`config.mk`:
```
export PLATFORM = sky130hd
export DESIGN_NAME = stopwatch_controller_flat
export DESIGN_NICKNAME = d
export VERILOG_FILES = /design/src/rtl/stopwatch_controller_if.sv /design/src/rtl/stopwatch_controller.sv /design/src/flat_wrapper.sv
export SDC_FILE = /design/constraint.sdc
export NUM_CORES = 1
export LEC_CHECK = 0
export CORE_MARGIN = 1
export CORE_UTILIZATION = 35
export CTS_BUF_LIST = sky130_fd_sc_hd__clkbuf_8 sky130_fd_sc_hd__clkbuf_16
export DETAILED_ROUTE_END_ITERATION = 10
export SETUP_SLACK_MARGIN = 0.1
export SYNTH_ARGS = -nofsm -noshare
export SYNTH_HDL_FRONTEND = slang
export SYNTH_SLANG_ARGS = --single-unit
```
`constraint.sdc`:
```
create_clock -name clk -period 2.9 [get_ports clk]
set_input_delay 0.435 -clock clk [delete_from_list [all_inputs] [get_ports clk]]
set_output_delay 0.435 -clock clk [all_outputs]
set_load 0.005 [all_outputs]
```
`src/rtl/stopwatch_controller_if.sv`:
```
// rtl/stopwatch_controller_if.sv - control pulses in, display word and status out

interface stopwatch_controller_if;
  logic        start_stop_i;
  logic        lap_i;
  logic        clear_i;
  logic [23:0] bcd_data_out;
  logic        dp_out;
  logic        lap_active_out;
  logic        wrap_out;

  // Pulse source and display consumer
  modport master (
    output start_stop_i, lap_i, clear_i,
    input  bcd_data_out, dp_out, lap_active_out, wrap_out
  );

  // Stopwatch controller side
  modport slave (
    input  start_stop_i, lap_i, clear_i,
    output bcd_data_out, dp_out, lap_active_out, wrap_out
  );
endinterface

```
`src/rtl/stopwatch_controller.sv`:
```
// rtl/stopwatch_controller.sv - run/pause/lap FSM, centisecond time base and MM:SS.CC BCD counter

module stopwatch_controller #(
  parameter int CLK_HZ  = 50_000_000,
  parameter int TICK_HZ = 100
) (
  input  logic                  clk,
  input  logic                  rst_n,
  stopwatch_controller_if.slave sw
);

  localparam int TICK_DIV = CLK_HZ / TICK_HZ;
  localparam int PW       = (TICK_DIV > 1) ? $clog2(TICK_DIV) : 1;
  localparam logic [PW-1:0] PRE_MAX = PW'(TICK_DIV - 1);

  typedef enum logic [1:0] {IDLE, RUN, PAUSE, LAP_RUN} state_t;

  state_t        state_q, state_d;
  logic [PW-1:0] pre_q;
  logic [23:0]   time_q;
  logic [23:0]   lap_q;
  logic          wrap_q;
  logic          do_clear;
  logic          do_capture;
  logic          counting;
  logic          tick;
  logic [24:0]   time_inc;

  // One BCD step across all six digits; bit 24 is the carry out of min tens.
  function automatic logic [24:0] bcd_inc(input logic [23:0] t);
    logic [23:0] r;
    logic        c;
    logic [3:0]  lim;
    logic [3:0]  d;
    r = t;
    c = 1'b1;
    for (int i = 0; i < 6; i++) begin
      lim = (i == 3 || i == 5) ? 4'd5 : 4'd9;
      d   = t[4*i +: 4];
      if (c) begin
        if (d == lim) begin
          r[4*i +: 4] = 4'd0;
        end else begin
          r[4*i +: 4] = d + 4'd1;
          c = 1'b0;
        end
      end
    end
    return {c, r};
  endfunction

  assign counting = (state_q == RUN) || (state_q == LAP_RUN);
  assign tick     = counting && (pre_q == PRE_MAX);
  assign time_inc = bcd_inc(time_q);

  // State register
  always_ff @(posedge clk or negedge rst_n) begin
    if (!rst_n) state_q <= IDLE;
    else        state_q <= state_d;
  end

  // Next state with clear > start_stop > lap among pulses the state accepts
  always_comb begin
    state_d    = state_q;
    do_clear   = 1'b0;
    do_capture = 1'b0;
    case (state_q)
      IDLE: begin
        if (sw.start_stop_i) state_d = RUN;
      end
      RUN: begin
        if (sw.start_stop_i) begin
          state_d = PAUSE;
        end else if (sw.lap_i) begin
          state_d    = LAP_RUN;
          do_capture = 1'b1;
        end
      end
      LAP_RUN: begin
        if (sw.start_stop_i)  state_d = PAUSE;
        else if (sw.lap_i)    state_d = RUN;
      end
      PAUSE: begin
        if (sw.clear_i) begin
          state_d  = IDLE;
          do_clear = 1'b1;
        end else if (sw.start_stop_i) begin
          state_d = RUN;
        end
      end
      default: state_d = IDLE;
    endcase
  end

  // Prescaler: runs while counting, holds in PAUSE so partial periods resume
  always_ff @(posedge clk or negedge rst_n) begin
    if (!rst_n)                           pre_q <= '0;
    else if (state_q == IDLE || do_clear) pre_q <= '0;
    else if (tick)                        pre_q <= '0;
    else if (counting)                    pre_q <= pre_q + PW'(1);
  end

  // Live time: cascaded BCD increment on each tick
  always_ff @(posedge clk or negedge rst_n) begin
    if (!rst_n)        time_q <= '0;
    else if (do_clear) time_q <= '0;
    else if (tick)     time_q <= time_inc[23:0];
  end

  // Lap snapshot takes the pre-edge live time
  always_ff @(posedge clk or negedge rst_n) begin
    if (!rst_n)          lap_q <= '0;
    else if (do_clear)   lap_q <= '0;
    else if (do_capture) lap_q <= time_q;
  end

  // Single-cycle pulse after the 59:59.99 -> 00:00.00 rollover
  always_ff @(posedge clk or negedge rst_n) begin
    if (!rst_n) wrap_q <= 1'b0;
    else        wrap_q <= tick && time_inc[24];
  end

  assign sw.bcd_data_out   = (state_q == LAP_RUN) ? lap_q : time_q;
  assign sw.lap_active_out = (state_q == LAP_RUN);
  assign sw.dp_out         = counting;
  assign sw.wrap_out       = wrap_q;

endmodule

```
`src/flat_wrapper.sv`:
```
// flat-port wrapper written by rule: the top's interface ports become plain ports
module stopwatch_controller_flat 
#(
  parameter int CLK_HZ  = 50_000_000,
  parameter int TICK_HZ = 100
)
  (clk, rst_n, sw_start_stop_i, sw_lap_i, sw_clear_i, sw_bcd_data_out, sw_dp_out, sw_lap_active_out, sw_wrap_out);
  stopwatch_controller_if sw_i ();
  input  logic clk;
  input  logic rst_n;
  input wire logic [$bits(sw_i.start_stop_i)-1:0] sw_start_stop_i;
  input wire logic [$bits(sw_i.lap_i)-1:0] sw_lap_i;
  input wire logic [$bits(sw_i.clear_i)-1:0] sw_clear_i;
  output wire logic [$bits(sw_i.bcd_data_out)-1:0] sw_bcd_data_out;
  output wire logic [$bits(sw_i.dp_out)-1:0] sw_dp_out;
  output wire logic [$bits(sw_i.lap_active_out)-1:0] sw_lap_active_out;
  output wire logic [$bits(sw_i.wrap_out)-1:0] sw_wrap_out;
  assign sw_i.start_stop_i = sw_start_stop_i;
  assign sw_i.lap_i = sw_lap_i;
  assign sw_i.clear_i = sw_clear_i;
  assign sw_bcd_data_out = sw_i.bcd_data_out;
  assign sw_dp_out = sw_i.dp_out;
  assign sw_lap_active_out = sw_i.lap_active_out;
  assign sw_wrap_out = sw_i.wrap_out;
  stopwatch_controller #(.CLK_HZ(CLK_HZ), .TICK_HZ(TICK_HZ)) u_core (.clk(clk), .rst_n(rst_n), .sw(sw_i));
endmodule
```
== Word-level counts from Yosys, hierarchy flattened ==
Index checks and enable logic that the tools add are counted.
Storage, ports and cells
  flip-flop bits (word level): 70
  latch bits: 0
  RAM bits: 0
  memory bits (read-only): 0
  input port bits: 5
  word-level logic and storage cells: 90
  memories kept: 0
Cells by class
  add/sub/neg operators: 7
  $mul: 0
  divide/modulo/power cells: 0
  $lt $le $gt $ge: 0
  equal/unequal tests: 12
  shifts and indexed selects: 0
  multiplexer cells: 42
  bitwise operators: 0
  reduce and logical (&&, ||, !) cells: 19
Operators by type and width (number)
  2-to-1 mux 24 bit: 5
  2-to-1 mux 19 bit: 3
  2-to-1 mux 4 bit: 11
  adder 4 x 1 -> 4 bit, second input constant: 6
  adder 19 x 1 -> 19 bit, second input constant: 1
  equality test 19 bit, second input constant: 1
  equality test 4 bit, second input constant: 4
  2-to-1 mux 1 bit: 16
  nonzero test 2 bit: 7
  2-to-1 mux 2 bit: 6
  AND reduction 2 bit: 6
  equality test 4 x 3 -> 1 bit, second input constant: 2
  one-hot mux 2 bit (4 select lines): 1
  != test 3 bit, second input constant: 2
  equality test 2 bit, second input constant: 2
  nonzero test 3 bit: 1
  equality test 2 x 1 -> 1 bit, second input constant: 1
  logical AND 1 bit: 2
  logical NOT 2 bit: 1
  logical OR 1 bit: 2

== Longest topological paths before layout ==
Gate-level depths: netlist (run 1).
  word-level depth: 9
  gate-level depth with buffers: 8
  gate-level depth less buffers: 7

== Worst setup path before layout (run 1) ==
Ideal clock, no wire load.
  path type: register to register
  from: reg u_core.time_q[5]
  to: reg u_core.time_q[15]
  arrival time: 2.067 ns
  slack: 0.755 ns
  stages on the path, launching flop included: 9
  path buffers: 1
  period minus slack after synthesis: 2.145 ns
  cell sequence: dfrtp_1 -> inv_1 -> ha_1 -> and3b_1 -> nand2_1 -> or3_1 -> buf_2 -> or4_1 -> a21oi_1
Between the ends
  longest elaborated chain between the ends: 6
Ends and longest elaborated chain
  from (decl): line stopwatch_controller.sv:20  | logic [23:0] time_q;
  from (signal assigned): line stopwatch_controller.sv:107  | else if (tick) time_q <= time_inc[23:0];
  equality test 4 bit: line stopwatch_controller.sv:41  | if (d == lim) begin
  2-to-1 mux 1 bit: line stopwatch_controller.sv:41
  2-to-1 mux 1 bit (2 in series): line stopwatch_controller.sv:40  | if (c) begin
  nonzero test 2 bit (no line)
  AND reduction 2 bit (no line)
Every way passes these cells.
A chain may end at the register's enable or synchronous reset.

== Worst setup path after layout (run 1) ==
  from: reg u_core.state_q[0]
  to: out sw_bcd_data_out[1]
Between the ends
  longest elaborated chain between the ends: 2
Ends and longest elaborated chain
  from (decl): line stopwatch_controller.sv:18  | state_t state_q, state_d;
  from (signal assigned): line stopwatch_controller.sv:59  | else state_q <= state_d;
  equality test 2 bit: line stopwatch_controller.sv:123  | assign sw.bcd_data_out = (state_q == LAP_RUN) ? lap_q : time_q;
  2-to-1 mux 24 bit: line stopwatch_controller.sv:123
  to (decl): line flat_wrapper.sv:14  | output wire logic [$bits(sw_i.bcd_data_out)-1:0] sw_bcd_data_out;
Every way passes these cells.

==> metrics.txt, run 1 <==
# Post-CTS Setup Buffers=0; Power per Cell Area=~600 nW/um^2; largest net degree at the start of global routing=71; setup TNS=0 ns; Lkg Pwr=roughly 2.0 nW; Syn. warnings=0; drt first-iter violations=roughly 120; overall routed net length=around 8800 microns; CP cell instances=nand2_1, inv_1, nand2_1, o21ai_0, clkdlybuf4s50_1; leading area contributor after synthesis=dfrtp_1; critical path type=flop to output pin; Worst-path clk slew=0.08 ns; Tightest Hold Check Type=primary input to asynchronous set/reset pin; min cycle time layout=2.54 ns; CTS-repair resized insts=0; crit path DAT=roughly 2.1 ns; max frequency=roughly 0.4 GHz; Post-DP HPWL=approximately 5700 microns; Synth Area in Compound Gates=0.171; Relative slew margins=0.441; CTS tree=done; Core Area=about 11000 sq um; final hold viol count=0; Setup violations, final=0; commonest cells in the synthesized netlist=70 x dfrtp_1, 40 x nand2_1, 26 x a22o_1; DIE HEIGHT=107 microns; Post-Synth XOR/XNOR Area=0.00908; status=finished, final reports clean; CP dominant cell by count=nand2_1; fin crit share=0.876; Post-Syn Area=approximately 3900 sq um; Critical Path Max Stage Delay=0.55 ns; Yosys reg bits=70; CTS sink cnt=70; first-pass GRT wire length=15200 microns; most frequent cell after synthesis=dfrtp_1; htree depth=3; share of the yosys chip area belonging to registers=0.454; Layout area overhead=17.6%; drt pass-1 iters=4; Post-Syn Instances=between 300 and 400; cts hold-fix bufs=0; layout cells sized above 1=0.139; RSZ-0062 raised after global routing=no; max_cap viols=0; initial antenna violation count=0; die area=about 11000 sq um; IO Pins=32; Post-Synth Simple-Gate Area=0.208; root buffer cell=clkbuf_8; crit end category=output pin; CP top delay family=buffers and inverters; maximum fanout along the worst path=13; total grt overflow=0; CP bufs+invs=2; synth top area cells=dfrtp_1 45%, a22o_1 5.9%, mux2_2 5.5%; RePlAce Congestion=0.758; Total Routing Usage GR=0.168; Final Max Tran Viols=0; # rows=37; via count=between 3000 and 4000; EDFF count, synth=0; antenna cells=0; fin nets=between 400 and 500; DR DRC count=0; adder-cell share of the synthesized area=0.0421; Slowest-stage cell, CP=clkdlybuf4s50_1; required time worst endpoint=2.47 ns; I/O Buffers=31; Vias/cell=about 5.5; Slew @ Worst Pin=between 0.8 and 0.9 ns; main combinational cell family by area after synthesis=simple AND/OR/NAND/NOR gates; top_reg_cell synth=dfrtp_1; top-area cell type share of the netlist area=0.454; Synth cell types=50; Max VDD drop=326 uV; vias in the first global route=approximately 3100; die width=~110 microns; Clock Skew=0.0106 ns; net count after synthesis=between 400 and 500; crit path launch type=flop; mux contribution to synthesized area=0.0788; CTS max path bufs=2; Syn Area/Cell=between 9 and 10 sq um; antenna viol nets, final=0; ys async rst share=1.00; Inserted Clock Buffers=9; drt wl/cell=about 16 microns; Min Hold Slack=between 0.08 and 0.09 ns; Initial Utilization=0.367; later-pin clock latency in the skew report=between 0.3 and 0.4 ns
placed cells by master (no fill, tap or decap), types with 4 or more instances in the layout:
cell             Yosys  final
nand2_1             40     40
nor3_1              11     11
mux2_2              19     19
nand3_1             12     12
clkdlybuf4s50_1      0     30
ha_1                13     13
a41oi_1              4      4
clkbuf_8             0      9
or3_1                9      9
a31o_2               4      4
dfrtp_1             70     70
nand3b_1             4      4
mux2i_1              9      9
nor2_1              23     23
and3b_1              7      7
buf_4                0     10
nand4_1              4      4
o21ai_0             24     24
a21oi_1             20     20
inv_1               14     15
a22o_1              26     26
a31oi_1             11     11
path summary, 6_finish.rpt:
path / startpoint / end / slack, ns / cells after the start
max in group asynchronous: rst_n / u_core.time_q[0] / 2.47 / 2
min reg2reg: u_core.lap_q[23] / u_core.lap_q[23] / 0.50 / 1
max reg2reg: u_core.time_q[5] / u_core.time_q[23] / 0.50 / 7
min in group clk: u_core.lap_q[23] / u_core.lap_q[23] / 0.50 / 1
max: u_core.state_q[0] / sw_bcd_data_out[1] / 0.36 / 5
min: rst_n / u_core.lap_q[16] / 0.09 / 2
report_power, final:
part           leakage, nW  switching, mW  internal (mW)  total [mW]
combinational        0.885          0.411          0.288       0.699
sequential           0.969          0.157           1.07        1.23
clock               0.0972          0.399          0.400       0.799
registers in the layout, indices dropped and copies added, names as in the netlist:
signal and cells:
u_core.state_q 2, u_core.time_q 24, u_core.lap_q 24, u_core.pre_q 19
u_core.sw.wrap_out 1
through the flow:
step	utilization	cell area, sq um	power, mW	setup WS (ns)	std cells
2_1_floorplan	-	3860	1.70	0.755	388
3_3_place_gp	0.413	4340	1.93	0.623	545
3_5_place_dp	0.413	4340	1.95	0.538	545
4_1_cts	0.432	4540	2.75	0.311	561
5_1_grt	0.432	4540	2.89	0.285	561
6_report	0.432	4540	2.73	0.360	561
worst reg2reg max path: stages, from the launching register on:
cell,delay (ns)
dfrtp_1,0.44
inv_1,0.10
ha_1,0.15
and3b_1,0.27
nand2_1,0.16
or3_1,0.54
or4b_1,0.54
a21oi_1,0.15
cell type report:
| class | instances | area (sq um) |
|---|---|---|
| clock buffer | 9 | 124 |
| fill | 1018 | 5970 |
| clock inverter | 7 | 75.1 |
| inverter | 14 | 52.6 |
| multi-input combinational | 283 | 1960 |
| timing repair buffer | 42 | 400 |
| sequential | 70 | 1750 |
| tap | 136 | 170 |
layer usage:
layer / share of wire / vias to the layer above / global-route usage
li1: - / 1491 / -
met1: 0.48 / 1520 / 0.212
met2: 0.47 / 49 / 0.280
met3: 0.034 / 11 / 0.0340
met4: 0.014 / 0 / 0.0636
met5: 0 / - / 0
cells by family after synthesis:
family / after synthesis
AND/OR/NAND/NOR: 140
AO/OA/AOI/OAI: 98
flip-flops: 70
buffers and inverters: 35
multiplexers: 28
adder cells (fa/ha/maj): 13
XOR/XNOR: 4
No activity file was read; power rests on OpenSTA's default activity.
==> run 2: changes to the inputs <==
--- a/config.mk
+++ b/config.mk
@@ -7,7 +7,6 @@
 export LEC_CHECK = 0
 export CORE_MARGIN = 1
 export CORE_UTILIZATION = 35
-export CTS_BUF_LIST = sky130_fd_sc_hd__clkbuf_8 sky130_fd_sc_hd__clkbuf_16
 export DETAILED_ROUTE_END_ITERATION = 10
 export SETUP_SLACK_MARGIN = 0.1
 export SYNTH_ARGS = -nofsm -noshare
==> run 2 against run 1 <==
  * Cell area unchanged
  * First-iteration DRC count up 0.84%
  * Utilization unchanged
  * Via count up 0.20%
  * Fmax unchanged
  * Total power up 0.12%
  * Worst setup slack unchanged
  * Combinational power about the same
  * Largest cell class unchanged
  * Non-clock buffer count unchanged
  * Critical path type unchanged
  * Global-route usage unchanged
  * Critical path depth unchanged
==> metrics.txt, run 2 (synthesis results as in run 1) <==
final hold viol count=0; biggest regs=u_core.lap_q x24, u_core.time_q x24, u_core.pre_q x19; Min Hold Slack=0.0876 ns; Pwr Total=2.73 mW; maximum fanout along the worst path=13; antenna cells=0; fin nets=about 440; Setup WS pre-CTS=0.538 ns; fin crit share=0.876; # fillers=around 1000; max frequency=a little under 0.4 GHz; Final Max Tran Viols=0; R2R cell count=7; reg2reg start=u_core.time_q[5]; CP bufs+invs=2; CTS sink cnt=70; Post-DP HPWL=approximately 5700 microns; drt wl/cell=between 15 and 20 microns; CTS max path bufs=2; DIE HEIGHT=roughly 110 microns; via count=between 3000 and 4000; Inserted Clock Buffers=9; Worst-path clk slew=roughly 0.08 ns; Tightest Hold Check Type=primary input to asynchronous set/reset pin; Critical Path Max Stage Delay=around 0.55 ns; CP cell instances=nand2_1, inv_1, nand2_1, o21ai_0, clkdlybuf4s50_1; commonest non-fill, non-tap cell in the layout=dfrtp_1; htree depth=3; CP top delay family=buffers and inverters; Core Area=approximately 11000 sq um; Max VDD drop=between 300 and 400 uV; Slowest-stage cell, CP=clkdlybuf4s50_1; R2R setup slack=around 0.5 ns; max_cap viols=0; antenna viol nets, final=0; required time worst endpoint=2.47 ns; CTS-repair resized insts=0; Total Routing Usage GR=0.168; later-pin clock latency in the skew report=0.35 ns; Relative slew margins=0.441; root buffer cell=clkbuf_8; DR DRC count=0; RePlAce Congestion=0.758; Vias/cell=approximately 5.5; setup TNS=0 ns; post-layout worst setup margin=around 0.36 ns; CTS tree=done; Slew @ Worst Pin=roughly 0.84 ns; # Post-CTS Setup Buffers=0; critical path type=flop to output pin; min cycle time layout=around 2.5 ns; RSZ-0062 raised after global routing=no; die area=roughly 11000 sq um; Lkg Pwr=a little under 2 nW; IO Pins=32; Power per Cell Area=602 nW/um^2; cell area after layout=about 4500 sq um; crit path launch type=flop; total grt overflow=0; drt first-iter violations=120; I/O Buffers=31; area occupied by multi-input gates=~2000 sq um; cts hold-fix bufs=0; crit path DAT=2.11 ns; Storage cell area=about 1800 sq um; Clock Skew=0.0106 ns; die width=107 microns; Setup violations, final=0; crit end category=output pin; initial antenna violation count=0; Initial Utilization=0.367; drt pass-1 iters=4; layout cells sized above 1=0.139; worst r2r dst=u_core.time_q[23]; commonest cells after routing, fill and taps aside=70 x dfrtp_1, 40 x nand2_1, 30 x clkdlybuf4s50_1, 26 x a22o_1, 24 x o21ai_0; first-pass GRT wire length=15200 microns; CP dominant cell by count=nand2_1; overall routed net length=between 8000 and 9000 microns; status=finished, final reports clean; Layout area overhead=17.6%; vias in the first global route=a little over 3000; Post-DP Area=4340 sq um; # rows=37; largest net degree at the start of global routing=71
-- run 2: cell types whose count changed in the layout (fill, tap and decap cells not counted) --
cell      previous run  this run
inv_1               15        14
clkbuf_1             0         1
-- run 2: worst max-delay path by stage --
stage | from | to | depth (start not counted)
after floorplan | u_core.time_q[5] | u_core.time_q[15] | 8
after global placement | u_core.time_q[5] | u_core.time_q[23] | 7
after detailed placement | u_core.time_q[5] | u_core.time_q[23] | 7
after CTS | u_core.state_q[0] | sw_bcd_data_out[1] | 5
after global routing | u_core.state_q[0] | sw_bcd_data_out[17] | 5
final | u_core.state_q[0] | sw_bcd_data_out[1] | 5
-- run 2: final cells by class --
type | count | share of cell area
Tap cell | 136 | 0.0375
Inverter | 14 | 0.0116
Timing Repair Buffer | 42 | 0.0882
Sequential cell | 70 | 0.386
Multi-Input combinational cell | 283 | 0.433
Clock inverter | 6 | 0.0157
Clock buffer | 10 | 0.0281
-- run 2: routing by layer --
| metal | GRT usage | part of all wire |
|---|---|---|
| met1 | 0.212 | 0.48 |
| met2 | 0.280 | 0.47 |
| met3 | 0.0340 | 0.035 |
| met4 | 0.0636 | 0.014 |
| met5 | 0 | 0 |
-- run 2: power breakdown --
part / switching (mW) / internal (mW) / leakage [nW]
Clock: 0.399 / 0.403 / 0.0931
Combinational: 0.411 / 0.288 / 0.885
Sequential: 0.157 / 1.07 / 0.969
-- run 2: metrics by stage --
step,cells,utilization
after floorplan,388,-
after global placement,545,0.413
after detailed placement,545,0.413
after CTS,561,0.432
after global routing,561,0.432
final,561,0.432
